File: src/rtl/tlul_to_reg_adapter.sv
// TL-UL device adapter driving a register-interface target, one transaction at a time.
// Define TLUL_TO_REG_ADAPTER_PIPELINE_EN to accept a new A beat as the D beat retires.
package tlul_pkg;
  localparam int TL_AW  = 32;
  localparam int TL_DW  = 32;
  localparam int TL_DBW = 4;
  localparam int TL_SZW = 2;
  localparam int TL_AIW = 8;
  localparam int TL_DIW = 1;
  localparam int TL_DUW = 4;

  typedef enum logic [2:0] {
    TlPutFullData    = 3'h0,
    TlPutPartialData = 3'h1,
    TlGet            = 3'h4
  } tl_a_op_e;

  typedef enum logic [2:0] {
    TlAccessAck     = 3'h0,
    TlAccessAckData = 3'h1
  } tl_d_op_e;

  typedef struct packed {
    logic              a_valid;
    tl_a_op_e          a_opcode;
    logic [2:0]        a_param;
    logic [TL_SZW-1:0] a_size;
    logic [TL_AIW-1:0] a_source;
    logic [TL_AW-1:0]  a_address;
    logic [TL_DBW-1:0] a_mask;
    logic [TL_DW-1:0]  a_data;
    logic              d_ready;
  } tl_h2d_t;

  typedef struct packed {
    logic              d_valid;
    tl_d_op_e          d_opcode;
    logic [2:0]        d_param;
    logic [TL_SZW-1:0] d_size;
    logic [TL_AIW-1:0] d_source;
    logic [TL_DIW-1:0] d_sink;
    logic [TL_DW-1:0]  d_data;
    logic [TL_DUW-1:0] d_user;
    logic              d_error;
    logic              a_ready;
  } tl_d2h_t;

  typedef struct packed {
    logic              valid;
    logic              write;
    logic [TL_AW-1:0]  addr;
    logic [TL_DW-1:0]  wdata;
    logic [TL_DBW-1:0] wstrb;
  } reg_req_t;

  typedef struct packed {
    logic             ready;
    logic [TL_DW-1:0] rdata;
    logic             error;
  } reg_rsp_t;
endpackage

module tlul_to_reg_adapter #(
  parameter type req_t     = tlul_pkg::reg_req_t,
  parameter type rsp_t     = tlul_pkg::reg_rsp_t,
  parameter type tl_h2d_t  = tlul_pkg::tl_h2d_t,
  parameter type tl_d2h_t  = tlul_pkg::tl_d2h_t,
  parameter type tl_a_op_e = tlul_pkg::tl_a_op_e,
  parameter type tl_d_op_e = tlul_pkg::tl_d_op_e,
  parameter tl_a_op_e PutFullData    = tlul_pkg::TlPutFullData,
  parameter tl_a_op_e PutPartialData = tlul_pkg::TlPutPartialData,
  parameter tl_a_op_e Get            = tlul_pkg::TlGet,
  parameter tl_d_op_e AccessAck      = tlul_pkg::TlAccessAck,
  parameter tl_d_op_e AccessAckData  = tlul_pkg::TlAccessAckData
) (
  input  logic    clk_i,
  input  logic    rst_ni,
  input  tl_h2d_t tl_i,
  output tl_d2h_t tl_o,
  output req_t    reg_req_o,
  input  rsp_t    reg_rsp_i
);
  localparam int AW  = tlul_pkg::TL_AW;
  localparam int DW  = tlul_pkg::TL_DW;
  localparam int DBW = tlul_pkg::TL_DBW;
  localparam int SZW = tlul_pkg::TL_SZW;
  localparam int AIW = tlul_pkg::TL_AIW;

  typedef enum logic [1:0] {
    IDLE,
    REQ,
    RSP
  } state_e;

  state_e         state_q, state_d;
  tl_a_op_e       op_q, op_d;
  logic [SZW-1:0] size_q, size_d;
  logic [AIW-1:0] src_q, src_d;
  logic [AW-1:0]  addr_q, addr_d;
  logic [DBW-1:0] mask_q, mask_d;
  logic [DW-1:0]  data_q, data_d;
  logic [DW-1:0]  rdata_q, rdata_d;
  logic           err_q, err_d;

  logic a_ready;
  logic accept;
  logic legal;
  logic align_ok;
  logic is_get;
  logic unused_a_param;

  assign unused_a_param = ^tl_i.a_param;
  assign is_get = (op_q == Get);

`ifdef TLUL_TO_REG_ADAPTER_PIPELINE_EN
  assign a_ready = (state_q == IDLE) ||
                   ((state_q == RSP) && tl_i.d_ready);
`else
  assign a_ready = (state_q == IDLE);
`endif

  assign accept = tl_i.a_valid & a_ready;

  // Natural alignment: low address bits below 2^size must be zero.
  always_comb begin
    align_ok = 1'b1;
    if (tl_i.a_size == 2'd1) begin
      align_ok = ~tl_i.a_address[0];
    end else if (tl_i.a_size == 2'd2) begin
      align_ok = (tl_i.a_address[1:0] == 2'b00);
    end
    legal = (tl_i.a_opcode inside {Get, PutFullData, PutPartialData})
            && (tl_i.a_size <= 2'd2)
            && align_ok;
  end

  always_comb begin
    state_d = state_q;
    op_d    = op_q;
    size_d  = size_q;
    src_d   = src_q;
    addr_d  = addr_q;
    mask_d  = mask_q;
    data_d  = data_q;
    rdata_d = rdata_q;
    err_d   = err_q;
    unique case (state_q)
      REQ: begin
        if (reg_rsp_i.ready) begin
          rdata_d = reg_rsp_i.rdata;
          err_d   = reg_rsp_i.error;
          state_d = RSP;
        end
      end
      RSP: begin
        if (tl_i.d_ready) state_d = IDLE;
      end
      default: ;
    endcase
    // A new beat overrides the retire-to-IDLE move when pipelined.
    if (accept) begin
      op_d    = tl_i.a_opcode;
      size_d  = tl_i.a_size;
      src_d   = tl_i.a_source;
      addr_d  = tl_i.a_address;
      mask_d  = tl_i.a_mask;
      data_d  = tl_i.a_data;
      rdata_d = '0;
      err_d   = ~legal;
      state_d = legal ? REQ : RSP;
    end
  end

  always_ff @(posedge clk_i or negedge rst_ni) begin
    if (!rst_ni) begin
      state_q <= IDLE;
      op_q    <= tl_a_op_e'('0);
      size_q  <= '0;
      src_q   <= '0;
      addr_q  <= '0;
      mask_q  <= '0;
      data_q  <= '0;
      rdata_q <= '0;
      err_q   <= 1'b0;
    end else begin
      state_q <= state_d;
      op_q    <= op_d;
      size_q  <= size_d;
      src_q   <= src_d;
      addr_q  <= addr_d;
      mask_q  <= mask_d;
      data_q  <= data_d;
      rdata_q <= rdata_d;
      err_q   <= err_d;
    end
  end

  always_comb begin
    reg_req_o       = '0;
    reg_req_o.valid = (state_q == REQ);
    reg_req_o.write = ~is_get;
    reg_req_o.addr  = addr_q;
    reg_req_o.wdata = data_q;
    reg_req_o.wstrb = is_get ? '0 : mask_q;
  end

  always_comb begin
    tl_o          = '0;
    tl_o.a_ready  = a_ready;
    tl_o.d_valid  = (state_q == RSP);
    tl_o.d_opcode = is_get ? AccessAckData : AccessAck;
    tl_o.d_size   = size_q;
    tl_o.d_source = src_q;
    tl_o.d_data   = (is_get && !err_q) ? rdata_q : '0;
    tl_o.d_error  = err_q;
  end
endmodule

File: config.mk
export PLATFORM = sky130hd
export DESIGN_NAME = tlul_to_reg_adapter
export DESIGN_NICKNAME = d
export VERILOG_FILES = /design/src/rtl/tlul_to_reg_adapter.sv
export SDC_FILE = /design/constraint.sdc
export NUM_CORES = 1
export LEC_CHECK = 0
export ABC_AREA = 1
export BUFFER_PORTS_ARGS = -buffer_cell sky130_fd_sc_hd__buf_4
export CAP_MARGIN = 20
export CORE_MARGIN = 1.5
export CORE_UTILIZATION = 46
export CTS_CLUSTER_DIAMETER = 100
export CTS_CLUSTER_SIZE = 12
export DETAILED_ROUTE_END_ITERATION = 12
export PLACE_DENSITY_LB_ADDON = 0.15
export SYNTH_ARGS = -nofsm -noshare
export SYNTH_HDL_FRONTEND = slang
export SYNTH_SLANG_ARGS = --single-unit
File: constraint.sdc
create_clock -name clk_i -period 1.95 [get_ports clk_i]
set_input_delay 0.195 -clock clk_i [delete_from_list [all_inputs] [get_ports clk_i]]
set_output_delay 0.195 -clock clk_i [all_outputs]
set_load 0.005 [all_outputs]
== Word-level counts from Yosys, hierarchy flattened ==
Index checks and enable logic that the tools add are counted.

* $lt $le $gt $ge: 1
* Equal/unequal tests: 9
* Multiplexer cells: 16
* Bitwise gates (word level): 4
* Reduce and logical (&&, ||, !) cells: 13

{| class="wikitable"
|+ Operator list
! cell !! number
|-
| $mux W32 || 4
|-
| $mux W2 || 4
|-
| $eq A3 B3 Y1 const B || 2
|-
| $mux W1 || 6
|-
| $reduce_bool A3 Y1 || 2
|-
| $eq A2 B1 Y1 const B || 2
|-
| $eq A2 B2 Y1 const B || 2
|-
| $logic_not A2 Y1 || 2
|-
| $mux W4 || 1
|-
| $pmux W2 S2 || 1
|-
| $reduce_bool A2 Y1 || 2
|-
| $eq A3 B1 Y1 const B || 1
|-
| $logic_and A1 B1 Y1 || 3
|-
| $logic_not A3 Y1 || 1
|-
| $ne A3 B1 Y1 const B || 1
|-
| $ne A3 B2 Y1 const B || 1
|-
| $not A1 Y1 || 3
|-
| $reduce_and A3 Y1 || 1
|-
| $le A2 B2 Y1 const B || 1
|-
| $reduce_and A2 Y1 || 1
|-
| $and A1 B1 Y1 || 1
|-
| $logic_not A1 Y1 || 1
|}

* Register bits after elaboration: 116
* Input bits: 122
* Output and inout port bits: 126
* Logic and storage cells: 52

== Longest topological paths before layout ==
* Depth after elaboration: 6
* Depth in mapped cells: 8

== Worst setup path before layout ==
Ideal clock, no wire load.

* Path kind: register to register
* From: register state_q[0]
* To: register rdata_q[11]
* Arrival: 1.236 ns
* Required time: 1.820 ns
* Path slack: 0.584 ns
* Cell stages (with the launch flop): 9
* Buffers on the path: 2
* Cells stage by stage: dfrtp_1 -> inv_1 -> ha_1 -> nand2_2 -> nand2_1 -> buf_4 -> buf_2 -> nand3_1 -> o21ai_0

* Word-level cells in the longest chain between the ends: 4
* Elaborated cells between the ends (all ways): 7
* Classes of those cells: eq/ne (1); mux (1); bitwise (1); reduce/logical (4)

{| class="wikitable"
|+ RTL lines
! what !! line !! source
|-
| start, declared || 95 || <nowiki>state_e state_q, state_d;</nowiki>
|-
| start signal, assigned || 186 || <nowiki>state_q <= state_d;</nowiki>
|-
| $logic_not A2 Y1 (*) || 119 || <nowiki>assign a_ready = (state_q == IDLE);</nowiki>
|-
| net a_ready || 105 || <nowiki>logic a_ready;</nowiki>
|-
| $and A1 B1 Y1 (*) || 122 || <nowiki>assign accept = tl_i.a_valid & a_ready;</nowiki>
|-
| $reduce_bool A2 Y1 (no line) || n/a ||
|-
| $reduce_and A2 Y1 (no line) || n/a ||
|-
| end signal, assigned || 193 || <nowiki>rdata_q <= rdata_d;</nowiki>
|-
| end, declared || 102 || <nowiki>logic [DW-1:0] rdata_q, rdata_d;</nowiki>
|}

Mark *: on every way through the listed nets, which the timed path passes. The rest lies on a longest branch.
A chain may end at the register's enable or synchronous reset.

==> reports/results.txt <==
Avg WL per Cell: 15.5 µm
Critical path's top delay family: simple AND/OR/NAND/NOR gates
TritonCTS buffer count: 17
Area leader, netlist: dfrtp_1
Final Wtd Congestion: 0.767
First-pass GRT wire length: 25.1 mm
Crit share post-route: 103%
Layout area overhead: 75.4%
VDD IR max: 0.000812 V
Die width: 107 µm
Most frequent CP cell: nor2_2
Part of the Yosys area used for sequential elements: 58.8%
Total wire length: 16.5 mm
Die height: 107 µm
Slew Limit Headroom: 59.0%
Cell leakage power: 4.54 nW
# rows: 37
Sequence of cells on the critical path: nor2_2 -> nand2_2 -> or2_4 -> clkbuf_16 -> nor2_2 -> buf_4
Kind of end point of the critical path: output port
Finished Layout Cells: 1061
IO buf count: 234
Max Fclk: 0.496 GHz
Sequential share of power: 34.8%
Critical-path maximum fanout: 8
Util after Layout: 83.5%
CP required: 1.75 ns
Detail Route Antenna Nets: 0
Initial cell density of the core: 47.6%
Root Driver: clkbuf_8
H-tree depth: 4
Clock Skews: 0.00599 ns
Die area: 0.0114 mm²
Power share of the clock group: 26.0%
Final min period: 2.02 ns
Initial DRC count: 350
Final setup fails: 7
Startpoint class of the critical path: flip-flop
#FFs+latches synth: 116
ANT cells: 0
Largest net degree at the start of global routing: 117
Remaining Overflow, GRT: 0
CTS Buffer Depth: 2
Proportion of layout cells with a drive suffix above 1: 33.7%
Buf+Inv Stages, Crit Path: 2
Outcome: finished with violations
Clock-pin slew on the worst setup and hold paths: 0.05 ns
Synth warn: 0
Layout net count: 1037
Pwr Density: 1370 mW/mm²
Drt drc: 0
Largest cells by area after synthesis: dfrtp_1 (59%), nand2_1 (18%), o21ai_0 (4.1%)
Vias/cell: 4.82
Initial antenna violation count: 0
Core Area: 0.0104 mm²
Cells after DPL: 911
Distinct cells, synth: 20
Failing checks: setup timing
Final Hold Fails: 0
RSZ-0062 raised after global routing: true
Fin worst setup slack: -0.0659 ns
Drt first pass iters: 4
Max-capacitance violation count: 0
Number of global-route vias before repair: 5238
CP Class: flip-flop to output port
Via Count: 5117
Sw frac: 34.1%
TritonCTS clock tree: done
Setup tns final: -0.0968 ns
Share of the synthesized area in the top cell type: 58.8%
Net load switching power: 4.05 mW
HPWL after DPL: 8.74 mm
Clk Latency, worst-skew pair: 0.51 ns
Hold Crit Class: primary input to flip-flop
Int Power: 7.81 mW
IO Pins: 248
CP max-delay cell: dfrtp_1
Mapped cell area: 0.00494 mm²
Hold_ws: 0.0388 ns
Clk sinks: 116
Overall Global Routing Usage: 28.5%
DP Worst Slack: 0.246 ns
Worst slew pin tran: 0.615 ns
WP data arrival: 1.82 ns
Slowest stage delay, CP: 0.38 ns
Syn avg cell area: 8.67 µm²
Combinational power share: 39.3%
Final Max Slew Viols: 0
Synth Instances: 569
repair_timing:
action                                 4_1_cts  5_1_grt
pin swaps                                    0        0
endpoints found under the hold margin      229        0
setup buffers                                0        2
hold buffers                               114        0
resized for setup                            5       29
setup endpoints to repair                   32       32
gates cloned                                 1        1
cells by family after synthesis:
logic type               after synthesis  synth area share, %
AND/OR/NAND/NOR                      320                 27.2
flip-flops                           116                 58.8
buffers and inverters                 87                 8.90
AO/OA/AOI/OAI                         42                 4.26
adder cells (fa/ha/maj)                3                0.761
other                                  1               0.0760
sequential cells by signal, indices dropped and copies added, names as in the netlist:
register / cells
addr_q: 32
data_q: 32
rdata_q: 32
src_q: 8
mask_q: 4
op_q: 3
size_q: 2
state_q: 2
err_q: 1
worst reg2reg max path, delay by kind of cell, from the launching register on:
family	cells	cell delay, ns
AOI/OAI and AO/OA	1	0.28
DFF	1	0.37
adders and majority gates	1	0.24
buffers and inverters	2	0.29
and+or+nand+nor	2	0.43
power by group through the flow:
stage	sequential, mW	combinational [mW]	clock [mW]
6_report	4.12	4.66	3.08
5_1_grt	4.23	5.11	3.25
4_1_cts	4.08	4.37	3.12
3_5_place_dp	4.08	4.09	0
3_3_place_gp	4.05	3.99	0
2_1_floorplan	4.09	2.01	0
layout by cell type (no fill, tap or decap), drive strengths merged, types with 5 or more instances in the layout:
cell type / n
conb: 10
dfrtp: 116
nor2: 39
clkbuf: 24
buf: 245
nand2: 243
dlygate4sd3: 114
o21ai: 40
clkinv: 5
inv: 42
nand3: 37
cell type report:
cell class | count | area (µm²)
Clock buffer | 23 | 467
Clock inverter | 9 | 126
Fill cell | 593 | 1710
Inverter | 42 | 158
Multi-Input combinational cell | 375 | 1710
Sequential cell | 116 | 2900
Tap cell | 136 | 170
Timing Repair Buffer | 360 | 3130
cells in the mapped netlist:
master    count
nand2_1     241
buf_6         1
ha_1          3
nor2_2       29
dfrtp_1     116
nand3_1      37
buf_8         3
inv_1        41
inv_2         1
nor2_1        8
o21ai_0      40
a21oi_1       2
or2_1         1
buf_2        15
buf_1         2
buf_4        14
clkbuf_1     10
conb_1        1
nand2_2       2
nor2_4        2
final timing paths:
path                               endpoint         start  cells after the start  slack [ns]
min in group asynchronous        rdata_q[6]        rst_ni                      3        0.31
worst max-delay path                tl_o[6]       op_q[1]                      6       -0.07
worst max register to register  rdata_q[10]    state_q[0]                      6        0.23
worst min-delay path                  err_q  reg_rsp_i[0]                      3        0.04
max in group asynchronous       rdata_q[25]        rst_ni                      3        1.17
worst min register to register   data_q[20]    data_q[20]                      2        0.48
routing by layer:
metal	track usage, %	vias up	routed length, µm
met5	0	-	0
met3	8.75	46	1030
li1	-	2396	-
met1	32.5	2442	6300
met2	48.7	233	8530
met4	13.8	0	592
stage by stage:
| step | total power, mW | cell area (µm²) |
|---|---|---|
| after floorplan | 6.10 | 4970 |
| after global placement | 8.03 | 6720 |
| after detailed placement | 8.18 | 6720 |
| after CTS | 11.6 | 8490 |
| after global routing | 12.6 | 8660 |
| final | 11.9 | 8660 |
Power figures use the tool's default switching activity.
